[config.mk]
export PLATFORM = sky130hd
export DESIGN_NAME = nibble_serial_sub
export DESIGN_NICKNAME = d
export VERILOG_FILES = /design/src/rtl/nibble_serial_sub.sv
export SDC_FILE = /design/constraint.sdc
export NUM_CORES = 1
export LEC_CHECK = 0
export BUFFER_PORTS_ARGS = -buffer_cell sky130_fd_sc_hd__buf_2
export CORE_ASPECT_RATIO = 0.7
export CORE_MARGIN = 1.5
export CORE_UTILIZATION = 30
export CTS_CLUSTER_SIZE = 25
export DETAILED_ROUTE_END_ITERATION = 10
export GPL_ROUTABILITY_DRIVEN = 0
export PLACE_DENSITY = 0.61
export SLEW_MARGIN = 20
export SYNTH_ARGS = -nofsm -noshare
export SYNTH_HDL_FRONTEND = slang
export SYNTH_SLANG_ARGS = --single-unit
[constraint.sdc]
create_clock -name clk -period 5.5 [get_ports clk]
set_input_delay 0.825 -clock clk [delete_from_list [all_inputs] [get_ports clk]]
set_output_delay 0.825 -clock clk [all_outputs]
set_load 0.01 [all_outputs]
[src/rtl/nibble_serial_sub.sv]
// Multi-cycle WIDTH-bit subtractor: A - B computed as A + ~B + 1, one nibble per clock, LSB first.
// Define SERIAL_ADDSUB_MODE_EN to add an op_add input that selects A + B instead.
module nibble_serial_sub #(
    parameter int unsigned WIDTH = 32
) (
    input  logic             clk,
    input  logic             rst,
    input  logic             start,
    input  logic [WIDTH-1:0] a,
    input  logic [WIDTH-1:0] b,
`ifdef SERIAL_ADDSUB_MODE_EN
    input  logic             op_add,
`endif
    output logic             busy,
    output logic             done,
    output logic [WIDTH-1:0] diff,
    output logic             c_out,
    output logic             ovf,
    output logic             zero
);

    localparam int unsigned N    = WIDTH / 4;
    localparam int unsigned CntW = (N > 1) ? $clog2(N) : 1;

    typedef enum logic [1:0] {StIdle, StRun, StDone} state_e;

    state_e           state_q, state_d;
    logic [WIDTH-1:0] op_a_q, op_a_d;
    logic [WIDTH-1:0] op_b_q, op_b_d;
    logic             carry_q, carry_d;
    logic [CntW-1:0]  cnt_q, cnt_d;
    logic [WIDTH-1:0] diff_q, diff_d;
    logic             busy_q, busy_d;
    logic             done_q, done_d;
    logic             c_out_q, c_out_d;
    logic             ovf_q, ovf_d;
    logic             zero_q, zero_d;

    logic             add_mode;
    logic [CntW+1:0]  sh;
    logic [WIDTH-1:0] a_sh, b_sh, nib_mask;
    logic [4:0]       sum5;

`ifdef SERIAL_ADDSUB_MODE_EN
    assign add_mode = op_add;
`else
    assign add_mode = 1'b0;
`endif

    always_comb begin
        state_d  = state_q;
        op_a_d   = op_a_q;
        op_b_d   = op_b_q;
        carry_d  = carry_q;
        cnt_d    = cnt_q;
        diff_d   = diff_q;
        busy_d   = busy_q;
        done_d   = 1'b0;
        c_out_d  = c_out_q;
        ovf_d    = ovf_q;
        zero_d   = zero_q;

        sh       = {cnt_q, 2'b00};
        a_sh     = op_a_q >> sh;
        b_sh     = op_b_q >> sh;
        nib_mask = {{(WIDTH-4){1'b0}}, 4'hF} << sh;
        sum5     = {1'b0, a_sh[3:0]} + {1'b0, b_sh[3:0]} + {4'b0000, carry_q};

        case (state_q)
            StIdle, StDone: begin
                state_d = StIdle;
                if (start) begin
                    op_a_d  = a;
                    op_b_d  = add_mode ? b : ~b;
                    carry_d = ~add_mode;
                    cnt_d   = '0;
                    busy_d  = 1'b1;
                    state_d = StRun;
                end
            end
            StRun: begin
                diff_d  = (diff_q & ~nib_mask) | ({{(WIDTH-4){1'b0}}, sum5[3:0]} << sh);
                carry_d = sum5[4];
                cnt_d   = cnt_q + CntW'(1);
                if (cnt_q == CntW'(N - 1)) begin
                    state_d = StDone;
                    busy_d  = 1'b0;
                    done_d  = 1'b1;
                    c_out_d = sum5[4];
                    // op_b already holds the true addend, so one overflow rule covers add and sub.
                    ovf_d   = (op_a_q[WIDTH-1] == op_b_q[WIDTH-1]) &&
                              (diff_d[WIDTH-1] != op_a_q[WIDTH-1]);
                    zero_d  = ~|diff_d;
                end
            end
            default: state_d = StIdle;
        endcase
    end

    always_ff @(posedge clk or posedge rst) begin
        if (rst) begin
            state_q <= StIdle;
            op_a_q  <= '0;
            op_b_q  <= '0;
            carry_q <= 1'b0;
            cnt_q   <= '0;
            diff_q  <= '0;
            busy_q  <= 1'b0;
            done_q  <= 1'b0;
            c_out_q <= 1'b0;
            ovf_q   <= 1'b0;
            zero_q  <= 1'b0;
        end else begin
            state_q <= state_d;
            op_a_q  <= op_a_d;
            op_b_q  <= op_b_d;
            carry_q <= carry_d;
            cnt_q   <= cnt_d;
            diff_q  <= diff_d;
            busy_q  <= busy_d;
            done_q  <= done_d;
            c_out_q <= c_out_d;
            ovf_q   <= ovf_d;
            zero_q  <= zero_d;
        end
    end

    assign busy  = busy_q;
    assign done  = done_q;
    assign diff  = diff_q;
    assign c_out = c_out_q;
    assign ovf   = ovf_q;
    assign zero  = zero_q;

endmodule

==> flow_metrics.tcl, run 1 <==
set metrics [dict create \
    wl_per_cell_um 16.29 \
    grt_remaining_overflow 0 \
    total_leakage_power_nw 2.947 \
    reg2reg_depth 12 \
    chipHeight_um 110.4 \
    fillerInstances 1695 \
    run_status "finished clean" \
    yosysWarnings 0 \
    power.ir.vdd_worst_mv 0.2672 \
    p_int_mw 2.377 \
    avgSynthCellArea_um2 9.959 \
    clk-insertion-delay-late_ns 0.35 \
    seqPwrFrac 0.350 \
    cts_setup_buffers 0 \
    viasPerCell 4.931 \
    worstHoldPathCells 2 \
    cts-htree-levels 3 \
    cts_inserted_buffers 9 \
    seq_area_mm2 0.002678 \
    route.detailed.drc 0 \
    area_of_the_multi_input_gates_mm2 0.002103 \
    numClockSinks 107 \
    floorplan.rows 39 \
    share_of_flip_flops_with_an_asynchronous_set_or_reset 1.000 \
    initial_core_util 0.3049 \
    cap_violations 0 \
    drt-pass1-iter-count 5 \
    end_kind "register" \
    tritoncts "yes" \
    antenna_cells 0 \
    r2r_setup_slack_ns 1.49 \
    ctsResizeCount 0 \
    pin_count 104 \
    synth-edff-count 0 \
    clock_tree.buffer_depth 2 \
    worst_ep_required_time_ns 5.71 \
    route.antenna.remaining_nets 0 \
    timing.critical_path.fanout_max 21 \
    postRouteWirelength_um 13250 \
    p_sw_frac 0.4327 \
    drt-initial-drc-count 284 \
    clkSlewWorstSetupHoldPaths_ns 0.07 \
    timing_hold_violations_final 0 \
    worstSetupStartpointType "register" \
    synthTopCellsByArea "dfrtp_1 54%, nand2_1 13%, mux4_2 7.3%" \
    total_negative_slack_for_setup_checks_ns 0 \
    critical_path_class "register to register" \
    reg2reg_from "cnt_q[0]" \
    dr_total_vias 4009 \
    seq_area_frac_synth 0.5420 \
    power.share.clock 0.157 \
    min_period_ns 4.008 \
    hold_path_end "busy" \
    syn_inst 496 \
    flow.area_growth_from_synthesis_pct 20.85 \
    finalSetupViolCount 0 \
    maxSlewHeadroom 0.3468 \
    core_area_mm2 0.01620 \
    floorplan.die_area_mm2 0.01726 \
    yosys-top-cells-count "176 x nand2_1, 107 x dfrtp_1, 34 x o21ai_1" \
    ys.flop_type "dfrtp_1" \
    buffer_ports.inserted 103 \
    antenna_found_initial 0 \
    tightest_pin_transition_ns 0.9798 \
    pnr_total_power_mw 4.190 \
    p_sw_mw 1.813 \
    cts-root-buf "clkbuf_16" \
    finClkSkew_ns 0.005946 \
    grtUsageTotal 0.1653 \
    timing.final.crit_share 0.7287 \
    synth.ff_latch_count 107 \
    data_arrival_time_at_the_worst_slack_endpoint_ns 4.22 \
    grt_start_max_net_pins 101 \
    min_from "busy" \
    mapped_nets 574 \
    top_count_cell_post_synth "nand2_1" \
    yosysTopAreaCell "dfrtp_1" \
    die_width_um 156.4 \
    grt_pass1_vias 3895 \
    rsz0062_at_grt "false" \
    synthDistinctLibCells 42 \
    post-dp-hpwl_um 9788 \
    timing.fmax_mhz 249.5 \
    postCtsHoldBufs 0 \
    netlist_area_before_placement_mm2 0.004940 \
    power.density_mw_per_mm2 701.9 \
    final_layout_size_suffix_gt1_frac 0.2551 \
    regToRegEndpoint "zero" \
    min_path_type "register to register" \
    final-max-slew-violation-count 0 \
    synth.top_cell.area_share 0.5420 \
    design.final.nets 661 \
    comb_power_share 0.493 \
    first_pass_grt_wire_length_um 21530 \
]
[stage by stage]
stage,setup WS (ns),instance area (um2),util,std cells,hold WS [ns]
3_3_place_gp,1.623,5655,0.3491,797,0.4551
5_1_grt,1.147,5969,0.3685,813,0.4881
6_report,1.492,5969,0.3685,813,0.4709
3_5_place_dp,1.481,5655,0.3491,797,0.4581
2_1_floorplan,1.858,4940,-,496,0.4403
4_1_cts,1.448,5962,0.3680,813,0.4744
[power groups by stage]
| stage | Sequential, mW | Combinational (mW) | Clock (mW) |
|---|---|---|---|
| CTS | 1.46 | 2.04 | 0.674 |
| detailed placement | 1.48 | 2.03 | 0 |
| floorplan | 1.38 | 1.48 | 0 |
| global placement | 1.47 | 1.98 | 0 |
| global route | 1.52 | 2.30 | 0.710 |
| finish | 1.47 | 2.07 | 0.659 |
[registers in the layout (all words and copies together), names as in the netlist]
signal   count
op_b_q      32
ovf          1
c_out        1
diff        32
state_q      2
done         1
op_a_q      32
zero         1
cnt_q        3
carry_q      1
busy         1
[cell families (layout without fill, tap and decap cells)]
kind of cell | count (synthesis) | count (layout) | share of synthesized area
DFF | 107 | 107 | 0.5420
muxes | 17 | 17 | 0.07498
adders and majority gates | 11 | 11 | 0.03090
buffers and inverters | 44 | 136 | 0.03571
and+or+nand+nor | 217 | 217 | 0.1806
AOI/OAI and AO/OA | 98 | 98 | 0.1322
xor gates and xnor gates | 2 | 2 | 0.003547
[cell type report]
class                           count  area share
Multi-Input combinational cell    345      0.3523
Timing Repair Buffer              108     0.09264
Clock buffer                       13     0.04360
Inverter                           12    0.007965
Tap cell                          225     0.04716
Sequential cell                   107      0.4485
Clock inverter                      3    0.007755
[cells in the final DEF (no fill, tap or decap), drive strengths merged, types with 3 or more instances in the layout]
master | synthesis | final
nand2 | 176 | 176
buf | 8 | 108
dfrtp | 107 | 107
o21ai | 48 | 48
a22o | 18 | 18
mux4 | 16 | 16
clkbuf | 24 | 13
inv | 12 | 12
nor3 | 10 | 10
ha | 9 | 9
a32o | 8 | 8
nor2 | 6 | 6
a21oi | 6 | 6
nor2b | 5 | 5
a32oi | 4 | 4
or4 | 3 | 3
nand3 | 3 | 3
nand2b | 3 | 3
[worst max path at each step]
stage           end  startpoint  slack (ns)  cells after the start
5_1_grt        zero    cnt_q[0]        1.15                     12
4_1_cts        zero    cnt_q[0]        1.45                     12
2_1_floorplan  busy         rst        1.86                      1
3_5_place_dp   zero    cnt_q[0]        1.48                     12
6_report       zero    cnt_q[0]        1.49                     12
3_3_place_gp    ovf    cnt_q[0]        1.62                     11
[worst max-delay path: stages (launching register included)]
cell and delay [ns]:
dfrtp_1 0.90, buf_4 0.36, mux4_2 0.51, nand2_1 0.08, nand2_1 0.08, fa_1 0.43
inv_1 0.09, fa_1 0.46, nor3b_1 0.47, o22ai_1 0.19, nand4_1 0.10, or4_1 0.12
o31ai_2 0.06
[per-layer routing]
metal / vias to the layer above / track usage / wire length, um
li1: 1890 / - / -
met1: 1946 / 0.2463 / 6500
met2: 158 / 0.2384 / 5595
met3: 15 / 0.03948 / 981
met4: 0 / 0.04626 / 167
met5: - / 0 / 0
(Power assumes the default switching activity.)
==> inputs of run 2 (changes only) <==
==> constraint.sdc (replaced) <==
create_clock -name clk -period 3.8 [get_ports clk]
set_input_delay 0.57 -clock clk [delete_from_list [all_inputs] [get_ports clk]]
set_output_delay 0.57 -clock clk [all_outputs]
set_load 0.01 [all_outputs]
==> run 2 against run 1 <==
Register-to-register slack lost 1.1 ns. Critical path depth down 1. Setup slack got worse by 1.1 ns. First-iteration DRC count rose by 19%. Sequential share of layout area is 0.33 points lower. Non-clock buffer count rose by 5. Largest cell class unchanged. Critical endpoint is now ovf. Sequential power up 41%. Die area is the same. Sequential cell count unchanged. Critical path type unchanged.
==> flow_metrics.tcl, run 2 (synthesis results as in run 1) <==
set metrics [dict create \
    run_status "finished clean" \
    antenna_cells 0 \
    dr_total_vias 4014 \
    post-dp-hpwl_um 10020 \
    critical_path_class "register to register" \
    placed_area_mm2 0.005693 \
    layout.cells.most_common "nand2_1" \
    total_negative_slack_for_setup_checks_ns 0 \
    antenna_found_initial 0 \
    data_arrival_time_at_the_worst_slack_endpoint_ns 3.69 \
    timing_hold_violations_final 0 \
    ctsResizeCount 0 \
    flow.area_growth_from_synthesis_pct 21.73 \
    total_leakage_power_nw 2.976 \
    postLayoutCellArea_mm2 0.006013 \
    finalWorstSetupSlack_ns 0.3447 \
    worstSetupStartpointType "register" \
    clock_tree.buffer_depth 2 \
    cts_setup_buffers 0 \
    design.final.nets 666 \
    numClockSinks 107 \
    chipHeight_um 110.4 \
    drt-pass1-iter-count 5 \
    end_kind "register" \
    finalSetupViolCount 0 \
    clkSlewWorstSetupHoldPaths_ns 0.07 \
    power.ir.vdd_worst_mv 0.7599 \
    mostFrequentLayoutCells "176 x nand2_1, 107 x dfrtp_1, 103 x buf_2" \
    timing.critical_path.fanout_max 11 \
    grt_pass1_vias 4061 \
    cts-root-buf "clkbuf_16" \
    timing.fmax_mhz 289.4 \
    clk-insertion-delay-late_ns 0.35 \
    first_pass_grt_wire_length_um 22310 \
    grt_remaining_overflow 0 \
    grtUsageTotal 0.1708 \
    min_period_ns 3.455 \
    grt_most_used_layer "met1" \
    grt.met1_usage 0.2604 \
    cts-htree-levels 3 \
    maxSlewHeadroom 0.2251 \
    timing.final.crit_share 0.9093 \
    min_path_type "input port to async pin" \
    wl_per_cell_um 16.65 \
    route.antenna.remaining_nets 0 \
    cap_violations 0 \
    floorplan.rows 39 \
    grtUsageMet2 0.2384 \
    rsz0062_at_grt "false" \
    final-max-slew-violation-count 0 \
    preCtsSetupSlack_ns 0.3348 \
    die_width_um 156.4 \
    postRouteWirelength_um 13620 \
    final_layout_size_suffix_gt1_frac 0.2597 \
    worst_ep_required_time_ns 4.03 \
    tightest_pin_transition_ns 1.154 \
    route.detailed.drc 0 \
    viasPerCell 4.907 \
    holdWs_ns 0.3637 \
    postCtsHoldBufs 0 \
    initial_core_util 0.3049 \
    buffer_ports.inserted 103 \
    tritoncts "yes" \
    drt-initial-drc-count 339 \
    floorplan.die_area_mm2 0.01726 \
    finClkSkew_ns 0.01268 \
    cts_inserted_buffers 9 \
    core_area_mm2 0.01620 \
    grt_start_max_net_pins 101 \
    pin_count 104 \
    power.density_mw_per_mm2 1024 \
    groute.layer.met3.usage 0.04300 \
]
-- run 2: changes by cell type in the layout (fill, tap and decap cells not counted), sizes merged --
cell      before  now
clkinv         1    2
bufinv         1    2
clkinvlp       1    0
buf          108  113
clkbuf        13   12
-- run 2: stage by stage --
stage	cells	total power, mW	utilization
after floorplan	496	4.146	-
after global placement	802	5.035	0.3514
after detailed placement	802	5.129	0.3514
after CTS	818	6.168	0.3712
after global routing	818	6.649	0.3712
final	818	6.159	0.3712
-- run 2: metal layers --
metal	up-vias	routed length, um
met4	0	132
met5	-	0
met2	170	5554
li1	1896	-
met3	17	1012
met1	1931	6922
-- run 2: final cells by class --
class,instances,area [um2]
fill,1704,10190
sequential,107,2678
multi-input combinational,345,2096
timing repair buffer,113,590.6
tap,225,281.5
clock buffer,12,246.5
clock inverter,4,73.82
inverter,12,47.55
-- run 2: path summary, 6_finish.rpt --
kind | endpoint | cells past startpoint | start | slack [ns]
hold reg to reg | op_a_q[12] | 2 | op_a_q[12] | 0.48
hold / removal | done | 2 | rst | 0.36
setup / recovery | ovf | 11 | cnt_q[1] | 0.34
min in group clk | op_b_q[22] | 2 | b[22] | 0.38
setup reg to reg | ovf | 11 | cnt_q[1] | 0.34
max in group asynchronous | op_a_q[23] | 3 | rst | 2.61
-- run 2: power by group --
part           total [mW]  internal [mW]  switching [mW]  leakage, nW
sequential           2.08           1.67           0.414         1.34
clock                1.02          0.597           0.421        0.157
combinational        3.06           1.23            1.84         1.48
total                6.16           3.49            2.67         2.98
-- run 2: critical path, stage by stage, from the launching register on --
cell and delay [ns]:
dfrtp_1 0.71, buf_4 0.26, mux4_2 0.30, nand2_1 0.07, and2_1 0.23, inv_2 0.05, ha_1 0.28, a21o_1 0.11
a21oi_1 0.07, xnor2_1 0.89, a41o_1 0.29, a21oi_1 0.06
==> inputs of run 3 (changes only) <==
--- a/config.mk
+++ b/config.mk
@@ -6,7 +6,7 @@
 export NUM_CORES = 1
 export LEC_CHECK = 0
 export BUFFER_PORTS_ARGS = -buffer_cell sky130_fd_sc_hd__buf_2
-export CORE_ASPECT_RATIO = 0.7
+export CORE_ASPECT_RATIO = 2
 export CORE_MARGIN = 1.5
 export CORE_UTILIZATION = 30
 export CTS_CLUSTER_SIZE = 25
==> run 3 against run 2 <==
Combinational power is essentially flat. Die area grew 0.20%. Non-clock buffer count is the same. Sequential power is essentially flat. Clock power shrank 15%. Cell count shrank 2.6%. Global-route usage is essentially flat. Highest routed layer unchanged.
==> flow_metrics.tcl, run 3 (synthesis results as in run 1) <==
set metrics [dict create \
    postCtsHoldBufs 0 \
    ctsResizeCount 0 \
    cts-htree-levels 3 \
    worst_ep_required_time_ns 4.00 \
    total_leakage_power_nw 2.951 \
    timing.fmax_mhz 274.5 \
    viasPerCell 5.092 \
    flow.area_growth_from_synthesis_pct 20.29 \
    die_width_um 93.74 \
    grt_remaining_overflow 0 \
    cap_violations 0 \
    core_area_mm2 0.01619 \
    power.share.clock 0.144 \
    layout.cells.most_common "nand2_1" \
    maxSlewHeadroom 0.2681 \
    reg2reg_from "cnt_q[1]" \
    power.ir.vdd_worst_mv 0.5030 \
    clock_tree.buffer_depth 2 \
    floorplan.die_area_mm2 0.01729 \
    cts_inserted_buffers 9 \
    end_kind "register" \
    min_period_ns 3.643 \
    tritoncts "yes" \
    total_negative_slack_for_setup_checks_ns 0 \
    final_layout_size_suffix_gt1_frac 0.2597 \
    wl_per_cell_um 17.42 \
    reg2reg_depth 12 \
    data_arrival_time_at_the_worst_slack_endpoint_ns 3.84 \
    p_sw_mw 2.661 \
    worstSetupStartpointType "register" \
    mostFrequentLayoutCells "176 x nand2_1, 107 x dfrtp_1, 103 x buf_2" \
    drt-initial-drc-count 303 \
    pin_count 104 \
    run_status "finished clean" \
    power.density_mw_per_mm2 1014 \
    min_path_type "input port to async pin" \
    finalSetupViolCount 0 \
    grt_start_max_net_pins 101 \
    grtUsageTotal 0.1709 \
    buffer_ports.inserted 103 \
    route.detailed.drc 0 \
    tightest_pin_transition_ns 1.090 \
    design.final.nets 666 \
    seqPwrFrac 0.345 \
    route.antenna.remaining_nets 0 \
    chipHeight_um 184.5 \
    rsz0062_at_grt "false" \
    finClkSkew_ns 0.009064 \
    cts-root-buf "clkbuf_16" \
    timing.critical_path.fanout_max 11 \
    clk-insertion-delay-late_ns 0.35 \
    final-max-slew-violation-count 0 \
    timing.final.crit_share 0.9586 \
    r2r_setup_slack_ns 0.16 \
    preCtsSetupSlack_ns 0.2130 \
    clkSlewWorstSetupHoldPaths_ns 0.07 \
    postRouteWirelength_um 13880 \
    grt_pass1_vias 4294 \
    p_int_mw 3.363 \
    antenna_cells 0 \
    p_sw_frac 0.4417 \
    regToRegEndpoint "zero" \
    dr_total_vias 4058 \
    post-dp-hpwl_um 10650 \
    comb_power_share 0.511 \
    postLayoutCellArea_mm2 0.005942 \
    timing_hold_violations_final 0 \
    startpoint "cnt_q[1]" \
    cts_setup_buffers 0 \
    numClockSinks 107 \
    critical_path_class "register to register" \
    placed_area_mm2 0.005667 \
    timing.critical_path.to "zero" \
    antenna_found_initial 0 \
    initial_core_util 0.3052 \
    first_pass_grt_wire_length_um 22260 \
    floorplan.rows 66 \
    drt-pass1-iter-count 5 \
    finalWorstSetupSlack_ns 0.1575 \
]
## run 3: changes by cell type in the layout (fill, tap and decap cells not counted)
cell and delta:
bufinv_16 -2, clkinv_2 +1, clkinvlp_4 +1, inv_4 -1, inv_6 +1
## run 3: worst min-delay path by stage
stage	to	cells after the start	start
2_1_floorplan	op_a_q[10]	2	op_a_q[10]
3_3_place_gp	op_a_q[4]	2	op_a_q[4]
3_5_place_dp	op_a_q[13]	2	op_a_q[13]
4_1_cts	op_b_q[25]	2	b[25]
5_1_grt	op_b_q[24]	2	b[24]
6_report	diff[26]	2	rst
## run 3: worst max-delay path, stage by stage (launching register included)
cell     delay, ns
dfrtp_1       0.69
buf_4         0.28
mux4_2        0.31
nand2_1       0.08
nand2_1       0.08
fa_1          0.42
inv_1         0.08
fa_1          0.47
nor3b_1       0.51
a22oi_1       0.23
nand4_1       0.14
or4_1         0.13
o31ai_2       0.06
## run 3: metal layers
metal / track usage / vias up / share of wire
met3: 0.03135 / 44 / 0.042
met2: 0.3133 / 152 / 0.56
met5: 0 / - / 0
met4: 0.1015 / 0 / 0.050
met1: 0.1758 / 1958 / 0.34
li1: - / 1904 / -
## run 3: final cells by class
class | instances | area [um2]
Clock inverter | 4 | 26.28
Clock buffer | 12 | 246.5
Fill cell | 1712 | 10240
Sequential cell | 107 | 2678
Inverter | 12 | 50.05
Timing Repair Buffer | 113 | 590.6
Multi-Input combinational cell | 345 | 2096
Tap cell | 204 | 255.2
## run 3: power groups by stage
| stage | Sequential [mW] | Combinational (mW) | Clock [mW] |
|---|---|---|---|
| detailed placement | 2.10 | 3.07 | 0 |
| global route | 2.15 | 3.39 | 0.941 |
| finish | 2.08 | 3.08 | 0.869 |
| CTS | 2.08 | 3.08 | 0.892 |
| floorplan | 2.00 | 2.14 | 0 |
| global placement | 2.08 | 3.00 | 0 |
## run 3: through the flow
| stage | util | power, mW | instances | hold WS [ns] |
|---|---|---|---|---|
| after floorplan | - | 4.146 | 496 | 0.4403 |
| final | 0.3671 | 6.024 | 797 | 0.3583 |
| after CTS | 0.3670 | 6.055 | 797 | 0.3788 |
| after global placement | 0.3501 | 5.080 | 781 | 0.4589 |
| after global routing | 0.3671 | 6.478 | 797 | 0.3784 |
| after detailed placement | 0.3501 | 5.172 | 781 | 0.4659 |
